$ cat src/rtl/instr_fetch_unit.sv
// rtl/instr_fetch_unit.sv - instruction fetch stage with req/ack memory port, stall and branch redirect; FETCH_PERF_EN adds perf counters
module instr_fetch_unit #(
  parameter int PC_W     = 8,
  parameter int INSTR_W  = 16,
  parameter int RESET_PC = 0
) (
  input  logic               clk,
  input  logic               rst,
  output logic               imem_req,
  output logic [PC_W-1:0]    imem_addr,
  input  logic               imem_ack,
  input  logic [INSTR_W-1:0] imem_rdata,
  input  logic               stall,
  input  logic               branch_taken,
  input  logic [PC_W-1:0]    branch_target,
  output logic               instr_valid,
  output logic [INSTR_W-1:0] instr,
  output logic [2:0]         opcode,
  output logic [PC_W-1:0]    pc_out
`ifdef FETCH_PERF_EN
  ,
  output logic [15:0]        perf_fetched,
  output logic [15:0]        perf_stall
`endif
);

  typedef enum logic [1:0] {IDLE, FETCH, HOLD, FLUSH} state_t;

  state_t          state;
  logic [PC_W-1:0] fetch_pc;
  logic [PC_W-1:0] redirect_pc;

  assign imem_addr = fetch_pc;
  assign opcode    = instr[INSTR_W-1 -: 3];

  // Fetch FSM; imem_req/instr_valid are registered alongside the next state
  always_ff @(posedge clk) begin
    if (rst) begin
      state       <= IDLE;
      fetch_pc    <= PC_W'(RESET_PC);
      redirect_pc <= '0;
      instr       <= '0;
      pc_out      <= '0;
      imem_req    <= 1'b0;
      instr_valid <= 1'b0;
    end else begin
      case (state)
        IDLE: begin
          if (branch_taken) fetch_pc <= branch_target;
          state       <= FETCH;
          imem_req    <= 1'b1;
          instr_valid <= 1'b0;
        end
        FETCH: begin
          if (branch_taken && imem_ack) begin
            // wrong-path data arrived together with the redirect: drop it and refetch
            fetch_pc <= branch_target;
          end else if (branch_taken) begin
            // request still outstanding; it must complete before redirecting
            redirect_pc <= branch_target;
            state       <= FLUSH;
          end else if (imem_ack) begin
            instr       <= imem_rdata;
            pc_out      <= fetch_pc;
            fetch_pc    <= fetch_pc + PC_W'(1);
            state       <= HOLD;
            imem_req    <= 1'b0;
            instr_valid <= 1'b1;
          end
        end
        HOLD: begin
          if (branch_taken || !stall) begin
            if (branch_taken) fetch_pc <= branch_target;
            state       <= FETCH;
            imem_req    <= 1'b1;
            instr_valid <= 1'b0;
          end
        end
        FLUSH: begin
          if (imem_ack) begin
            fetch_pc <= branch_taken ? branch_target : redirect_pc;
            state    <= FETCH;
          end else if (branch_taken) begin
            redirect_pc <= branch_target;
          end
        end
        default: begin
          state       <= IDLE;
          imem_req    <= 1'b0;
          instr_valid <= 1'b0;
        end
      endcase
    end
  end

`ifdef FETCH_PERF_EN
  // Saturating counters of consumed instructions and stalled hold cycles
  always_ff @(posedge clk) begin
    if (rst) begin
      perf_fetched <= '0;
      perf_stall   <= '0;
    end else if (state == HOLD) begin
      if (!stall && !branch_taken && perf_fetched != 16'hFFFF)
        perf_fetched <= perf_fetched + 16'd1;
      if (stall && perf_stall != 16'hFFFF)
        perf_stall <= perf_stall + 16'd1;
    end
  end
`endif

endmodule

$ cat config.mk
export PLATFORM = sky130hd
export DESIGN_NAME = instr_fetch_unit
export DESIGN_NICKNAME = d
export VERILOG_FILES = /design/src/rtl/instr_fetch_unit.sv
export SDC_FILE = /design/constraint.sdc
export NUM_CORES = 1
export LEC_CHECK = 0
export CORE_UTILIZATION = 32
export CTS_CLUSTER_DIAMETER = 30
export DETAILED_ROUTE_END_ITERATION = 16
export HOLD_SLACK_MARGIN = 0.06
export PLACE_DENSITY = 0.57
export SLEW_MARGIN = 25
export SYNTH_ARGS = -nofsm -noshare
export SYNTH_HDL_FRONTEND = slang
export SYNTH_SLANG_ARGS = --single-unit
$ cat constraint.sdc
create_clock -name clk -period 1.3 [get_ports clk]
set_clock_uncertainty 0.05 [all_clocks]
set_input_delay 0.26 -clock clk [delete_from_list [all_inputs] [get_ports clk]]
set_output_delay 0.26 -clock clk [all_outputs]
set_load 0.01 [all_outputs]
== After elaboration in Yosys (flattened, before gate mapping) ==
Index checks and enable logic that the tools add are counted.

* Divide/modulo/power cells: 0
* Add/sub/neg operators: 1
* Bitwise gates (word level): 2
* Multiplexer cells: 27
* Reductions and logical operators: 11
* Shift operators: 0
* Multipliers: 0
* Equality and inequality tests: 12
* Magnitude comparators: 0

{| class="wikitable"
|+ Operators by type and width
! kind !! count
|-
| $mux 8 || 9
|-
| $pmux 8 s4 || 1
|-
| $pmux 8 s2 || 1
|-
| $ne 2x2->1 const B || 6
|-
| $reduce_and 4->1 || 3
|-
| $mux 2 || 5
|-
| $ne 3x3->1 const B || 3
|-
| $add 8x1->8 const B || 1
|-
| $mux 1 || 8
|-
| $pmux 2 s4 || 1
|-
| $pmux 1 s3 || 2
|-
| $reduce_and 5->1 || 1
|-
| $eq 2x2->1 const B || 2
|-
| $reduce_and 3->1 || 1
|-
| $reduce_bool 3->1 || 1
|-
| $eq 2x1->1 const B || 1
|-
| $logic_not 2->1 || 1
|-
| $not 1->1 || 2
|-
| $reduce_bool 2->1 || 1
|-
| $logic_and 1x1->1 || 1
|-
| $logic_not 1->1 || 1
|-
| $logic_or 1x1->1 || 1
|}

* Memory bits (writable): 0
* Memories kept: 0
* Bits in read-only memories: 0
* Latch bits: 0
* Logic and storage cells: 60
* Input bits: 29
* Bits in registers: 44

== Logic depth before layout (Yosys ltp) ==
Gate-level depths: netlist of run 1.

* Depth in word-level cells: 5
* Depth in mapped cells: 6

== Worst setup path after synthesis of run 1 ==
Ideal clock, no wire load.

* Path kind: reg2reg
* Start: register fetch_pc[0] (netlist: imem_addr[0])
* End: register fetch_pc[6] (netlist: imem_addr[6])
* Path slack: -0.066 ns
* Clock period less this slack: 1.366 ns
* Arrival time: 1.182 ns
* Cell stages (with the launch flop): 6
* Path buffers: 0
* Setup time: 0.134 ns
* Cell sequence: dfxtp_1 > ha_1 > nand3_1 > o21a_1 > o21ai_0 > a211oi_1

* Cells in the longest elaborated chain, start to end: 5

{| class="wikitable"
|+ RTL lines
! element !! RTL line !! source
|-
| start, declared || 30 || <nowiki>logic [PC_W-1:0] fetch_pc;</nowiki>
|-
| start signal, assigned || 40 || <nowiki>fetch_pc <= PC_W'(RESET_PC);</nowiki>
|-
| start signal, assigned || 49 || <nowiki>if (branch_taken) fetch_pc <= branch_target;</nowiki>
|-
| start signal, assigned || 57 || <nowiki>fetch_pc <= branch_target;</nowiki>
|-
| $add 8x1->8 || 65 || <nowiki>fetch_pc <= fetch_pc + PC_W'(1);</nowiki>
|-
| $mux 8 || 62 || <nowiki>end else if (imem_ack) begin</nowiki>
|-
| $mux 8 || 58 || <nowiki>end else if (branch_taken) begin</nowiki>
|-
| $mux 8 || 55 || <nowiki>if (branch_taken && imem_ack) begin</nowiki>
|-
| $pmux 8 s4 || 47 || <nowiki>case (state)</nowiki>
|}

Every way passes these cells. The select of a mux whose other input is x is not followed.
A chain may end at the register's enable or synchronous reset.

== Worst setup path in the final report of run 1 ==
* Start: register state[0]
* End: register fetch_pc[4] (netlist: imem_addr[4])

* Cells in the longest elaborated chain, start to end: 3
* Elaborated cells between the ends (all ways): 10
* Classes of those cells: eq/ne: 7; mux: 1; reduce/logical: 2

{| class="wikitable"
|+ RTL lines
! element !! RTL line !! source
|-
| start, declared || 29 || <nowiki>state_t state;</nowiki>
|-
| start signal, assigned || 39 || <nowiki>state <= IDLE;</nowiki>
|-
| start signal, assigned || 50 || <nowiki>state <= FETCH;</nowiki>
|-
| start signal, assigned || 61 || <nowiki>state <= FLUSH;</nowiki>
|-
| $eq 2x1->1 or $eq 2x2->1 (tied branches) || 47 ||
|-
| $ne 3x3->1 (no line) or $ne 2x2->1 (tied branches) || -- ||
|-
| $reduce_and 4->1 (no line) || -- ||
|-
| end signal, assigned || 49 ||
|-
| end signal, assigned || 57 ||
|-
| end signal, assigned || 65 ||
|}

Several ways; a longest one is shown, not always the timed one.

==> flow_metrics.env, run 1 <==
export IMPL_status="finished, violations left"
export IMPL_violations="setup timing"
export IMPL_synthTopCellsByArea="dfxtp_1 (43%), nand2_1 (11%), a21oi_1 (7.0%), mux2i_1 (4.4%), nor2_1 (2.9%)"
export IMPL_worst_setup_path_start_kind="flop"
export IMPL_slew_headroom_pct=76.44
export IMPL_num_antenna_cells=0
export IMPL_cp_data_arrival_time_ps=1500
export IMPL_drive_gt1_share_pct=28.53
export IMPL_ir_drop_mv=0.4457
export IMPL_period_share_pct=106.9
export IMPL_synth_area_leader_cell="dfxtp_1"
export IMPL_synthArstFlopShare_pct=0
export IMPL_holdWs_ps=264.6
export IMPL_grt_max_degree=26
export IMPL_synth_ff_type="dfxtp_1"
export IMPL_setup_ws_ps=-89.68
export IMPL_yosysTopAreaCellShare_pct=42.72
export IMPL_switching_share_pct=27.44
export IMPL_syn_area_um2=2062
export IMPL_syn_area_per_cell_um2=8.215
export IMPL_dieArea_um2=6768
export IMPL_ant_nets=0
export IMPL_setup_worst_path_end_class="flop"
export IMPL_yosys_area_share_simple_pct=24.88
export IMPL_slew_viol_final=0
export IMPL_hpwl_mm=4.197
export IMPL_critical_path_max_fanout=5
export IMPL_drtIter0Drc=117
export IMPL_cts_tree="done"
export IMPL_rsz0062_at_grt="yes"
export IMPL_synth_most_common_cell="nand2_1"
export IMPL_area_delta_synth_final_pct=59.77
export IMPL_clock_tree_root_cell="clkbuf_8"
export IMPL_final_util_pct=54.36
export IMPL_grt_first_pass_wirelength_mm=9.094
export IMPL_syn_num_nets=281
export IMPL_dp_slack_ps=-541.7
export IMPL_path_clk_slew_ps=80
export IMPL_synth_edf_count=0
export IMPL_syn_inst=251
export IMPL_critical_path_class="reg2reg"
export IMPL_die_x_um=82.27
export IMPL_viasPerCell=4.943
export IMPL_ctsLongestPathBuffers=2
export IMPL_synth_yosys_seq_area_share_pct=42.72
export IMPL_cts_made_buffers=5
export IMPL_synth_fa_ha_area_share_pct=0.6068
export IMPL_min_delay_start="imem_ack"
export IMPL_synthMuxAreaShare_pct=4.915
export IMPL_synth_top_family_by_area="simple AND/OR/NAND/NOR gates"
export IMPL_cts_htree_levels=2
export IMPL_internal_power_mw=2.158
export IMPL_startpoint="state[0]"
export IMPL_synth_seq_cells=44
export IMPL_wl_mm=5.846
export IMPL_pwr_share_comb_pct=23.3
export IMPL_fin_cells=422
export IMPL_vias=2086
export IMPL_worst_slew_pin_slew_ps=353.4
export IMPL_setup_viol_count_final=1
export IMPL_portBuffers=65
export IMPL_first_global_vias=1974
export IMPL_hold_viol=0
export IMPL_dp_cells=412
export IMPL_p_per_area_nw_per_um2=902.8
export IMPL_place_area_um2=3055
export IMPL_netSwitchingPower_mw=0.8160
export IMPL_yosysWarnings=0
export IMPL_worstPathRequired_ps=1410
export IMPL_synth_compound_area_share_pct=19.72
export IMPL_fin_area_um2=3294
export IMPL_firstDrtPassIters=4
export IMPL_ios=66
export IMPL_rows=28
export IMPL_overflow=0
export IMPL_clock_sink_count=44
export IMPL_fmax_mhz=719.6
export IMPL_initial_core_util_pct=34.02
export IMPL_synth_commonest_cells="nand2_1 (60), dfxtp_1 (44), a21oi_1 (29)"
export IMPL_remaining_drc_errors=0
export IMPL_reg2reg_slack_ps=-90
export IMPL_die_h_um=82.27
export IMPL_fin_crit_ps=1390
export IMPL_clk_latency_ps=300
export IMPL_rr_startpoint="state[0]"
export IMPL_num_nets_final=377
export IMPL_p_leak_nw=1.392
export IMPL_antenna_found_initial=0
export IMPL_globalplace_congestion=0.8523
export IMPL_hold_path_class="in2reg"
export IMPL_wl_per_cell_um=13.85
export IMPL_yosysUniqueCellTypes=48
export IMPL_core_area_um2=6061
export IMPL_synth_xor_area_share_pct=0
export IMPL_gr_usage_all_layers_pct=17.93
export IMPL_num_fill_cells=608
export IMPL_maxCapViolCount=0
export IMPL_p_seq_share_pct=49.3
export IMPL_power_share_clock_pct=27.4
-- final cells by class --
cell class | instances | area, um^2 | share of cell area (%)
multi-input cells | 184 | 1181 | 35.85
repair buffers | 109 | 1030 | 31.26
flip-flops and latches | 44 | 900.9 | 27.35
inverters | 3 | 11.26 | 0.3418
well taps | 75 | 93.84 | 2.848
clock inverters | 1 | 5.005 | 0.1519
clock buffers | 6 | 72.57 | 2.203
-- metal layers --
layer / vias up / routed length [um] / global-route usage (%)
met5: - / 0 / 0
met2: 48 / 2666 / 28.93
met4: 0 / 85 / 8.070
met1: 979 / 2816 / 22.39
met3: 5 / 277 / 4.505
li1: 1054 / - / -
-- worst max-delay path, stage by stage (launching register included) --
cell and delay (ps):
dfxtp_4 370, nor2b_4 140, a22o_1 180, a222oi_1 370, o32ai_1 150
-- through the flow --
stage                     power (mW)  setup TNS (ps)
after floorplan                1.773               0
after CTS                      2.955          -33.93
final                          2.974          -89.68
after detailed placement       2.150          -20190
after global routing           3.141           -1273
after global placement         2.149          -18690
-- worst paths after layout --
check,endpoint,depth (start not counted)
worst max-delay path,imem_addr[4],4
worst min-delay path,imem_addr[0],2
worst max register to register,imem_addr[4],4
worst min register to register,instr[4],2
-- placed cells by master, fill, tap and decap left out, types with 3 or more instances in the layout --
cell type        instances
a21oi_1                 14
a211oi_2                 3
nand3b_1                 3
dfxtp_4                  4
nor2_1                  15
buf_12                   6
dlygate4sd2_1           31
clkdlybuf4s50_1         26
clkbuf_8                 5
mux2i_1                  9
a21oi_2                 15
nand2b_1                 4
nand2_1                 60
clkdlybuf4s15_1          6
nor3_1                   3
o21ai_0                  9
dfxtp_1                 36
dfxtp_2                  4
buf_4                   32
buf_6                    6
nand3_1                  4
-- what timing repair did --
action | CTS | global route
gates resized for setup | 62 | 41
setup endpoints to repair | 80 | 45
pin swaps | 3 | 7
buffers inserted | 0 | 3
hold buffers | 0 | 0
-- cells by family (layout without fill, tap and decap cells) --
kind of cell / after synthesis / count (layout)
AO/OA/AOI/OAI: 65 / 65
adder cells (fa/ha/maj): 1 / 1
buffers and inverters: 23 / 119
flip-flops: 44 / 44
multiplexers: 10 / 10
AND/OR/NAND/NOR: 108 / 108
-- power groups by stage --
stage          combinational (mW)  sequential (mW)  clock, mW
6_report                    0.694             1.47      0.816
5_1_grt                     0.756             1.47      0.912
4_1_cts                     0.642             1.46      0.850
3_5_place_dp                0.659             1.49          0
3_3_place_gp                0.659             1.49          0
2_1_floorplan               0.268             1.50          0
-- sequential cells by signal, indices dropped and copies added (netlist names) --
signal / flops
redirect_pc: 8
instr_valid: 1
imem_addr: 8
pc_out: 8
instr: 16
imem_req: 1
state: 2
Note: power is estimated with default switching activity, not from simulation.
==> inputs of run 2 (changes only) <==
--- a/config.mk
+++ b/config.mk
@@ -5,6 +5,7 @@
 export SDC_FILE = /design/constraint.sdc
 export NUM_CORES = 1
 export LEC_CHECK = 0
+export CORE_MARGIN = 5
 export CORE_UTILIZATION = 32
 export CTS_CLUSTER_DIAMETER = 30
 export DETAILED_ROUTE_END_ITERATION = 16
==> run 2 against run 1 <==
Critical path type unchanged. Cell area rose by 3.6%. The run still ends with setup timing left. Sequential power about the same. Wire length is 11% higher. Global-route usage fell by 2.6 points. Clock power is 35% higher. Flip-flop and latch count is the same. Combinational power grew 6.1%. Critical endpoint is now imem_addr[0]. Largest cell class unchanged. Sequential share of layout area decreased by 1.0 points. Via count is 1.3% higher. Non-clock buffer count rose by 4.
==> flow_metrics.env, run 2 (same netlist as run 1, synthesis figures left out) <==
export IMPL_wl_mm=6.491
export IMPL_drive_gt1_share_pct=30.40
export IMPL_grt_first_pass_wirelength_mm=10.25
export IMPL_cts_htree_levels=2
export IMPL_violations="setup timing"
export IMPL_ir_drop_mv=0.5021
export IMPL_p_leak_nw=1.455
export IMPL_cts_tree="done"
export IMPL_dieArea_um2=8149
export IMPL_die_x_um=90.27
export IMPL_ios=66
export IMPL_rsz0062_at_grt="yes"
export IMPL_grt_max_degree=26
export IMPL_worst_setup_path_start_kind="flop"
export IMPL_drtIter0Drc=98
export IMPL_setup_viol_count_final=8
export IMPL_num_antenna_cells=0
export IMPL_gr_usage_all_layers_pct=15.32
export IMPL_cp_data_arrival_time_ps=1520
export IMPL_fin_crit_ps=1375
export IMPL_core_area_um2=6314
export IMPL_power_mw=3.291
export IMPL_initial_core_util_pct=32.66
export IMPL_setup_worst_path_end_class="flop"
export IMPL_path_clk_slew_ps=90
export IMPL_critical_path_max_fanout=4
export IMPL_setup_ws_ps=-74.94
export IMPL_ant_nets=0
export IMPL_layout_commonest_cell="nand2_1"
export IMPL_ctsLongestPathBuffers=2
export IMPL_critical_path_class="reg2reg"
export IMPL_status="finished, violations left"
export IMPL_die_h_um=90.27
export IMPL_antenna_found_initial=0
export IMPL_area_delta_synth_final_pct=65.53
export IMPL_hold_viol=0
export IMPL_num_nets_final=381
export IMPL_clock_sink_count=44
export IMPL_clk_latency_ps=300
export IMPL_maxCapViolCount=0
export IMPL_slew_viol_final=0
export IMPL_top_register="instr"
export IMPL_dp_slack_ps=-524.6
export IMPL_overflow=0
export IMPL_largest_register_ffs=16
export IMPL_worstPathRequired_ps=1450
export IMPL_mostFrequentLayoutCells="nand2_1 (57), dfxtp_1 (38), dlygate4sd2_1 (31), buf_4 (31), clkdlybuf4s50_1 (26)"
export IMPL_fmax_mhz=727.3
export IMPL_rows=29
export IMPL_viasPerCell=4.925
export IMPL_firstDrtPassIters=4
export IMPL_vias=2113
export IMPL_period_share_pct=105.8
export IMPL_remaining_drc_errors=0
export IMPL_worst_slew_pin_slew_ps=333.9
export IMPL_wl_per_cell_um=15.13
export IMPL_hpwl_mm=4.177
export IMPL_first_global_vias=2083
export IMPL_portBuffers=65
export IMPL_cts_made_buffers=5
export IMPL_clock_tree_root_cell="clkbuf_8"
export IMPL_hold_path_class="reg2reg"
export IMPL_p_per_area_nw_per_um2=964.1
export IMPL_slew_headroom_pct=77.67
export IMPL_globalplace_congestion=0.8104
run 2: cell types whose count changed in the layout (fill, tap and decap cells not counted), sizes merged:
| cell | change |
|---|---|
| buf | +1 |
| bufbuf | +1 |
| bufinv | +1 |
| clkbuf | +1 |
| clkinv | +1 |
run 2: critical path, stage by stage (launching register included):
cell	delay (ps)
dfxtp_4	360
buf_6	130
buf_4	130
buf_6	110
mux2_4	270
o22ai_2	170
a211oi_2	60
run 2: per-stage QoR:
| stage | setup TNS [ps] | area [um^2] | cells | utilization, % | hold slack, ps |
|---|---|---|---|---|---|
| floorplan | 0 | 2064 | 251 | - | 346.0 |
| global placement | -16390 | 2990 | 410 | 47.36 | 390.4 |
| detailed placement | -16980 | 2990 | 410 | 47.36 | 396.9 |
| CTS | -188.2 | 3237 | 425 | 51.27 | 406.9 |
| global route | -1372 | 3413 | 429 | 54.06 | 427.1 |
| finish | -195.2 | 3413 | 429 | 54.06 | 402.5 |
run 2: final cells by class:
type	instances	area, um^2
Fill cell	626	2900
Multi-Input combinational cell	184	1189
Timing Repair Buffer	113	1102
Inverter	3	11.26
Clock inverter	3	47.55
Sequential cell	44	898.4
Clock buffer	5	68.82
Tap cell	77	96.34
run 2: final timing paths:
path / startpoint / to / slack (ps) / cells after the start
max: imem_addr[0] / imem_addr[0] / -70 / 6
min: pc_out[7] / pc_out[7] / 400 / 2
max reg2reg: imem_addr[0] / imem_addr[0] / -70 / 6
min reg2reg: pc_out[7] / pc_out[7] / 400 / 2
run 2: power breakdown:
part / internal [mW] / leakage [nW] / total (mW) / switching (mW)
sequential: 1.41 / 0.362 / 1.45 / 0.0463
clock: 0.580 / 0.0583 / 1.10 / 0.522
combinational: 0.405 / 1.04 / 0.736 / 0.331
run 2: timing repair:
| action | in CTS | in global routing |
|---|---|---|
| setup buffers | 5 | 2 |
| gates cloned | 2 | 2 |
| hold buffers | 0 | 0 |
| hold endpoints to repair | 0 | 0 |
| pin swaps | 9 | 14 |
| gates resized for setup | 69 | 37 |
| endpoints found under the setup margin | 73 | 28 |
run 2: metal layers:
layer,wire length [um],share of wire (%),GRT usage [%]
met5,0,0,0
met4,145,2.2,6.079
met3,356,5.5,4.333
met2,3232,50,25.61
met1,2757,42,18.49
==> edit (settings of run 1) <==
`PC_W`: 8 -> 7.
--- a/src/rtl/instr_fetch_unit.sv
+++ b/src/rtl/instr_fetch_unit.sv
@@ -1,6 +1,6 @@
 // rtl/instr_fetch_unit.sv - instruction fetch stage with req/ack memory port, stall and branch redirect; FETCH_PERF_EN adds perf counters
 module instr_fetch_unit #(
-  parameter int PC_W     = 8,
+  parameter int PC_W     = 7,
   parameter int INSTR_W  = 16,
   parameter int RESET_PC = 0
 ) (
Interface: changed (resized branch_target, imem_addr and pc_out); port bits go from 66 to 63. No check against the original RTL was run, so the function may have changed too.
==> edit against run 1 <==
The flow still finishes with violations (setup timing); synthesized cell count shrank 7.2%; sequential cell count shrank 3; count of clock-buffer cells in the layout is the same; synthesized area shrank 5.3%; power grew 7.1%; cell area shrank 4.3%; global-route usage shrank 0.72 points; setup slack gained 48 ps; first-iteration DRC count shrank 45%; largest cell class unchanged; routed wire length shrank 11%; die area shrank 5.2%.
==> edit: results (changes against run 1) <==
DRT iter0 DRCs -> 64 (-45%)
Netlist cell types -> 49 (+2.1%)
gpl congestion -> 0.766 (-10%)
Port Buffer Count -> 62 (-4.6%)
crit path DAT -> 1470 ps (-30 ps)
final setup fails -> 4 (+3)
setup ws final -> -41.7 ps (+48.0 ps)
Post-Route WL -> 5.21 mm (-11%)
fin nets -> 353 (-6.4%)
syn_nets -> 262 (-6.8%)
Worst Setup EP -> imem_addr[2]
Commonest cells post-synth -> 55 x nand2_1, 41 x dfxtp_1, 23 x a21oi_1
RR Endpoint -> imem_addr[2]
Fmax -> 0.745 GHz (+3.6%)
status -> complete, but fails checks
largest net degree at the start of global routing -> 19 (-27%)
synthesized area per cell -> 8.38 um2 (+2.0%)
Fin Setup TNS -> -87.6 ps (+2.07 ps)
Slew headroom -> 0.717 (-0.0471)
failing checks -> setup timing
vias in the first global route -> 1756 (-11%)
first-pass GRT wire length -> 8.39 mm (-7.7%)
GRT Total Usage -> 0.172 (-0.00721)
Inst Count DP -> 385 (-6.6%)
sequential area share after synthesis -> 0.421 (-0.00667)
DP HPWL -> 3.57 mm (-15%)
Finished Layout Cells -> 400 (-5.2%)
Synth area leaders -> dfxtp_1 42%, nand2_1 11%, a21oi_1 5.9%
==> edit: changes by cell type after synthesis, moves of 4 or more <==
cell / change
a21oi_2: +9
nand2_2: +7
a21oi_1: -6
nand2_1: -5
o21ai_0: -5
mux2i_1: -4
==> edit: worst min-delay path by stage <==
stage                        startpoint           end  slack, ps  cells after the start
after global placement         instr[2]      instr[2]        390                      2
after detailed placement      instr[11]     instr[11]        400                      2
final                               rst  imem_addr[0]        310                      2
after CTS                           rst  imem_addr[0]        300                      2
after floorplan           imem_rdata[0]      instr[0]        350                      2
after global routing                rst  imem_addr[0]        340                      2
==> edit: kinds of logic (layout without fill, tap and decap cells) <==
group | after synthesis | count (layout) | synth area share
AOI/OAI and AO/OA | 56 | 56 | 0.204
xor gates and xnor gates | 1 | 1 | 0.00449
adders and majority gates | 1 | 1 | 0.00641
buffers and inverters | 24 | 116 | 0.0814
DFF | 41 | 41 | 0.421
muxes | 5 | 5 | 0.0256
and+or+nand+nor | 105 | 105 | 0.258
==> edit: per-layer routing <==
layer  vias to the layer above  global-route usage  part of all wire
met4                         0              0.0696             0.017
met1                       863               0.224              0.47
li1                        971                   -                 -
met5                         -                   0                 0
met3                         9              0.0375             0.041
met2                        51               0.274              0.47
==> edit: layout make-up <==
| cell class | instances | area, um2 |
|---|---|---|
| multi-input combinational | 168 | 1120 |
| sequential | 41 | 843 |
| clock buffer | 6 | 93.8 |
| fill | 566 | 2730 |
| clock inverter | 2 | 38.8 |
| timing repair buffer | 103 | 950 |
| inverter | 5 | 18.8 |
| tap | 75 | 93.8 |
==> edit: metrics by stage <==
stage | cell area (um2) | worst slack (ps)
finish | 3150 | -41.7
global route | 3150 | -149
CTS | 3120 | -62.4
detailed placement | 2850 | -645
global placement | 2850 | -604
floorplan | 1990 | -14.3
==> edit: report_power, final <==
part | switching (mW) | internal (mW)
sequential | 0.0510 | 1.31
combinational | 0.294 | 0.344
clock | 0.486 | 0.696
==> edit: what timing repair did <==
| action | in CTS | in global routing |
|---|---|---|
| setup endpoints to repair | 75 | 36 |
| gates cloned | 2 | 0 |
| resized for setup | 61 | 26 |
| buffers inserted | 6 | 1 |
| pin swaps | 9 | 9 |
